<file path="config.mk">
export PLATFORM = sky130hd
export DESIGN_NAME = paddsub_16bit
export DESIGN_NICKNAME = d
export VERILOG_FILES = /design/src/rtl/paddsub_16bit.sv
export SDC_FILE = /design/constraint.sdc
export NUM_CORES = 1
export LEC_CHECK = 0
export BUFFER_PORTS_ARGS = -buffer_cell sky130_fd_sc_hd__buf_2
export CORE_AREA = 10 10 96 56
export CTS_CLUSTER_DIAMETER = 40
export DETAILED_ROUTE_END_ITERATION = 16
export DIE_AREA = 0 0 106 66
export PLACE_DENSITY_LB_ADDON = 0.2
export SKIP_CTS_REPAIR_TIMING = 1
export SLEW_MARGIN = 20
export SYNTH_ARGS = -nofsm -noshare
export SYNTH_HDL_FRONTEND = slang
export SYNTH_SLANG_ARGS = --single-unit
</file>
<file path="constraint.sdc">
create_clock -name clk -period 0.8 [get_ports clk]
set_input_delay 0.04 -clock clk [delete_from_list [all_inputs] [get_ports clk]]
set_output_delay 0.04 -clock clk [all_outputs]
set_load 0.005 [all_outputs]
</file>
<file path="src/rtl/paddsub_16bit.sv">
// Four-lane signed 4-bit saturating add/subtract.
// Each lane has its own carry-lookahead adder; result registered once.
module paddsub_16bit (
  input  logic        clk,
  input  logic        rst_n,
  input  logic [15:0] a_in,
  input  logic [15:0] b_in,
  input  logic        is_sub,
  output logic [15:0] sum_out,
  output logic [3:0]  sat_out
);

  logic [15:0] b_eff;
  logic [15:0] lane_res;
  logic [3:0]  lane_sat;

  // Subtraction inverts B here; the +1 enters as each lane's carry-in.
  always_comb begin
    b_eff = is_sub ? ~b_in : b_in;
  end

  for (genvar k = 0; k < 4; k++) begin : g_lane
    logic [3:0] a;
    logic [3:0] b;
    logic [3:0] g;
    logic [3:0] p;
    logic [3:0] c;
    logic [3:0] s;
    logic       ovf;

    assign a = a_in[4*k +: 4];
    assign b = b_eff[4*k +: 4];
    assign g = a & b;
    assign p = a ^ b;

    // Lookahead carries expanded from generate/propagate.
    always_comb begin
      c[0] = is_sub;
      c[1] = g[0]
           | (p[0] & c[0]);
      c[2] = g[1]
           | (p[1] & g[0])
           | (p[1] & p[0] & c[0]);
      c[3] = g[2]
           | (p[2] & g[1])
           | (p[2] & p[1] & g[0])
           | (p[2] & p[1] & p[0] & c[0]);
    end

    assign s = p ^ c;

    // Same-sign operands giving a flipped sign means overflow.
    assign ovf = (a[3] == b[3])
              && (s[3] != a[3]);

    // Clamp toward the operands' common sign on overflow.
    always_comb begin
      lane_sat[k] = ovf;
      if (ovf)
        lane_res[4*k +: 4] = a[3] ? 4'h8 : 4'h7;
      else
        lane_res[4*k +: 4] = s;
    end
  end

  // Output register; reset clears immediately without a clock.
  always_ff @(posedge clk or negedge rst_n) begin
    if (!rst_n) begin
      sum_out <= 16'h0000;
      sat_out <= 4'h0;
    end else begin
      sum_out <= lane_res;
      sat_out <= lane_sat;
    end
  end

endmodule

</file>
Yosys cells after proc, flatten, opt, wreduce, memory -nomap -nowiden
Index checks and enable logic that the tools add are counted.

cells by class
  eq/ne operators = 8
  multiplexer cells = 9
  bitwise gates (word level) = 73
  reductions and logical operators = 4

operators with widths
  operator             count
  1-bit bitwise AND    36
  4-bit 2-to-1 mux     8
  4-bit XOR            8
  1-bit bitwise OR     24
  16-bit 2-to-1 mux    1
  16-bit inverter      1
  3-bit bitwise AND    4
  1-bit equality test  4
  1-bit logical AND    4
  1-bit != test        4

storage, ports and cells
  bits in registers = 20
  bits of input ports = 35
  output and inout bits = 20
  logic and storage cells = 96

Longest topological paths before layout
  word-level depth = 11
  gate-level depth with buffers = 9
  depth with buffers taken out = 6

Worst setup path after synthesis
OpenSTA, ideal clock, no wires.

  path type = input-to-reg
  start point = in is_sub
  end point = reg sum_out[4]
  library setup time = 131 ps
  arrival time = 1748 ps
  required time = 669 ps
  slack = -1079 ps
  stages on the path = 8
  buffers on the path = 3
  cells stage by stage = buf_6 buf_2 buf_4 xor2_1 ha_1 or4_1 o32ai_1 nor3_1

on the way
  word-level cells in the longest chain between the ends = 10
  elaborated cells on any way between the ends = 16
  classes of those cells = eq/ne (2); mux (2); bitwise (11); reduce/logical (1)

ends and longest elaborated chain
  item                                                          RTL line    source
  from (decl)                                                   8           input logic is_sub,
  16-bit 2-to-1 mux                                             19          b_eff = is_sub ? ~b_in : b_in;
  4-bit XOR / 3-bit bitwise AND (equally long branches)         34, 33
  1-bit bitwise AND, on equally long branches                   45, 46, 47
  1-bit bitwise OR, or another cell as far along                45          | (p[2] & g[1])
  1-bit bitwise OR / 1-bit bitwise AND (equally long branches)  46, 47
  1-bit bitwise OR                                              47          | (p[2] & p[1] & p[0] & c[0]);
  4-bit XOR                                                     50          assign s = p ^ c;
  1-bit != test                                                 54          && (s[3] != a[3]);
  1-bit logical AND                                             54
  4-bit 2-to-1 mux *                                            59          if (ovf)
  via lane_res[4]                                               14          logic [15:0] lane_res;
  to (signal assigned)                                          72          sum_out <= lane_res;
  to (decl)                                                     9           output logic [15:0] sum_out,

The timed path passes the listed nets; every way through them passes the cells marked *.

Worst setup path after layout
  start point = in is_sub
  end point = reg sat_out[1]

on the way
  word-level cells in the longest chain between the ends = 9
  elaborated cells on any way between the ends = 15
  classes of those cells = eq/ne (2); mux (1); bitwise (11); reduce/logical (1)

ends and longest elaborated chain
  item                                                          RTL line    source
  16-bit 2-to-1 mux                                             19
  4-bit XOR / 3-bit bitwise AND (equally long branches)         34, 33
  1-bit bitwise AND, on equally long branches                   45, 46, 47
  1-bit bitwise OR, or another cell as far along                45
  1-bit bitwise OR / 1-bit bitwise AND (equally long branches)  46, 47
  1-bit bitwise OR                                              47
  4-bit XOR                                                     50
  1-bit != test                                                 54
  1-bit logical AND *                                           54
  via g_lane[1].ovf                                             29          logic ovf;
  to (signal assigned)                                          73          sat_out <= lane_sat;
  to (decl)                                                     10          output logic [3:0] sat_out

Marked as above.

==> results by group <==
Yosys
  • Async set-or-reset flop fraction in the synthesized netlist: 100%
  • Post-Syn Area: 0.00166 mm2
  • Seq cells post-synth: 20
  • Multiplexer share of the synthesized area: 3.63%
  • Gate Count Post-Synth: 173
  • Post-synthesis cell type count: 51
  • Yosys warns: 0
  • Compound-Gate Fraction of Synth Area: 28.7%
  • Post-synthesis sequential area ratio: 30.2%
  • Syn nets: 220
  • Synth Area in XOR/XNOR: 11.1%
  • Avg Inst Size Synth: 9.58 um2
  • Post-synth EDFFs: 0
  • Adder-cell area share of the yosys netlist: 9.06%
  • Main combinational cell family by area after synthesis: compound AO/OA/AOI/OAI gates
  • Post-Synth Simple-Gate Area: 12.2%
  • Commonest register cell after synthesis: dfrtp_1

Cells and area
  • Antenna cells: 0
  • Fill cells: 305
  • Final core utilization: 71.3%
  • P&R area growth vs syn: 60.3%
  • Layout cells sized above 1: 54.3%
  • Fin nets: 329

Routing
  • Antenna viol nets, final: 0
  • Routed wire length: 4810 um
  • Initial DRT Pass Iterations: 4
  • Post-DR wirelength/cell: 14.4 um
  • Vias: 1686
  • Vias/cell: 5.05
  • Initial DRC Count: 42
  • Residual DRC: 0

GRT
  • Largest net degree at the start of global routing: 21
  • Vias in the first global route: 1693
  • First-pass GRT wire length: 7360 um
  • Antenna violations before repair: 0
  • Most Crowded Layer GR: met2
  • M2 GR Usage: 18.9%
  • Residual overflow from global routing: 0
  • Met3 GRT Util: 4.77%
  • Met1 usage: 16.8%
  • Total Routing Usage GR: 12.5%

Setup path
  • Cell-by-cell trace of the critical path: buf_12 -> xor2_1 -> ha_2 -> buf_6 -> a211oi_4 -> o21bai_4 -> or3_1 -> o21ai_1
  • Crit. End Element: register
  • CP delay by family, top: compound AO/OA/AOI/OAI gates
  • Worst Path Arrival: 1480 ps
  • CP peak stage delay: 370 ps
  • Crit path max-delay cell type: or3_1
  • Crit path kind: in2reg
  • Critical path peak fanout: 6
  • Worst Setup Start Kind: input pin
  • CP required: 990 ps
  • Worst Path Buf+Inv: 2

Floorplan
  • Core Footprint: 0.00372 mm2
  • Row cnt: 16
  • Die X-Extent: 106 um
  • Die area: 0.00700 mm2
  • Initial core utilization: 44.5%
  • DIE HEIGHT: 66 um
  • # IOs: 55

Power
  • Switching part of the total power: 34.1%
  • Clock share of power: 16.0%
  • Pint: 2710 uW
  • Combinational power share: 53.1%
  • PD cells: 1550 mW/mm2
  • NetSw: 1400 uW
  • VDD IR max: 0.000868 V
  • Seq pwr share: 30.9%
  • Leak: 0.00129 uW

Timing
  • Post-route setup slack: -488 ps
  • Worst-margin pin slew: 465 ps
  • Hold WS: 49.5 ps
  • Final Setup Violations: 20
  • Slew margin rel.: 69.0%
  • RSZ-0062 raised after global routing: yes
  • Final min period: 1290 ps
  • Fin crit share: 161%
  • Slew Viols, Final: 0
  • Final hold vios: 0
  • Fmax: 776 MHz

CTS
  • H-tree Lvls: 1
  • Clk root buf: clkbuf_8
  • Clk slew on worst S/H paths: 70 ps
  • # clock sinks: 20
  • Total CTS buffers: 3
  • Clock buffer depth: 2
  • CTS tree: done

Placement
  • Gpl congestion: 0.869
  • Port bufs: 54
  • Placed wire-length estimate: 3690 um

Hold path
  • Worst Hold Class: in2reg

Status
  • Status: complete, but fails checks
  • Failing checks: setup timing

Flow run
  • Max Cap Viol: 0
synth_stat cells, types with 2 or more instances:
library cell	instances	area (um2)
a21o_1	5	37.5
mux2i_1	6	60.1
o2bb2ai_1	4	35.0
a211oi_2	2	25.0
nand3_1	7	35.0
o22ai_1	2	12.5
o21bai_2	2	22.5
xnor2_1	3	26.3
a211oi_1	3	22.5
o21bai_1	7	52.6
xor2_1	18	158
o2111ai_1	2	17.5
or3_1	2	12.5
a21oi_1	4	20.0
inv_1	10	37.5
o21ai_0	10	50.1
a22oi_1	3	22.5
nor3_1	4	20.0
dfrtp_1	20	500
a21oi_2	2	17.5
nor2_1	6	22.5
nor3b_2	2	25.0
nand2_1	10	37.5
ha_1	12	150
stage by stage:
stage	area (um2)	setup WS, ps	setup TNS [ps]	power [uW]	std cells
detailed placement	2340	-909	-16830	3190	323
floorplan	1720	-957	-15770	2360	173
CTS	2380	-646	-11390	3870	326
finish	2660	-488	-7770	4120	334
global route	2660	-536	-9210	4410	334
global placement	2340	-887	-16320	3160	323
area by class of cell:
class / instances / area [um2] / share of cell area, %
multi-input combinational: 137 / 1240 / 46.8
timing repair buffer: 109 / 761 / 28.7
sequential: 20 / 500 / 18.9
tap: 54 / 67.6 / 2.54
clock buffer: 3 / 41.3 / 1.56
inverter: 11 / 41.3 / 1.56
routing by layer:
layer / vias to the layer above / part of all wire [%]
met5: - / 0
met4: 0 / 0.40
met3: 4 / 5.6
met2: 48 / 46
met1: 770 / 48
li1: 864 / -
final timing paths:
| kind | from | to | slack [ps] | depth (start not counted) |
|---|---|---|---|---|
| min in group asynchronous | rst_n | sum_out[11]$_DFF_PN0_ | 270 | 2 |
| min | a_in[15] | sum_out[13]$_DFF_PN0_ | 50 | 2 |
| max in group asynchronous | rst_n | sum_out[0]$_DFF_PN0_ | 220 | 2 |
| max | is_sub | sat_out[1]$_DFF_PN0_ | -490 | 8 |
state kept, by name, indices dropped and copies added, names as in the netlist:
register / flops
sum_out: 16
sat_out: 4
placed cells by master, fill, tap and decap left out, types with 3 or more instances in the layout:
| cell | count |
|---|---|
| ha_1 | 9 |
| xor2_2 | 4 |
| inv_1 | 9 |
| buf_4 | 47 |
| o21bai_1 | 6 |
| o21ai_1 | 3 |
| clkbuf_8 | 3 |
| nand3_1 | 7 |
| a21oi_1 | 4 |
| nand2_1 | 8 |
| a22oi_1 | 3 |
| mux2i_1 | 6 |
| buf_2 | 51 |
| nor3_1 | 4 |
| o2bb2ai_1 | 3 |
| o21bai_4 | 3 |
| nor2_2 | 3 |
| a21o_1 | 5 |
| o21ai_2 | 5 |
| xor2_1 | 14 |
| buf_6 | 6 |
| a211oi_2 | 4 |
| dfrtp_1 | 20 |
power by group through the flow:
stage | Combinational, uW | Sequential, uW | Clock [uW]
finish | 2180 | 1270 | 659
global route | 2400 | 1290 | 718
CTS | 1900 | 1280 | 687
detailed placement | 1900 | 1290 | 0
global placement | 1870 | 1290 | 0
floorplan | 1040 | 1320 | 0
cells by family (layout without fill, tap and decap cells):
family                     count (synthesis)  count (layout)
AOI/OAI and AO/OA                         60              60
xor gates and xnor gates                  21              21
adders and majority gates                 12              12
buffers and inverters                     16             123
DFF                                       20              20
muxes                                      6               6
and+or+nand+nor                           38              38
No activity file was read; power rests on OpenSTA's default activity.
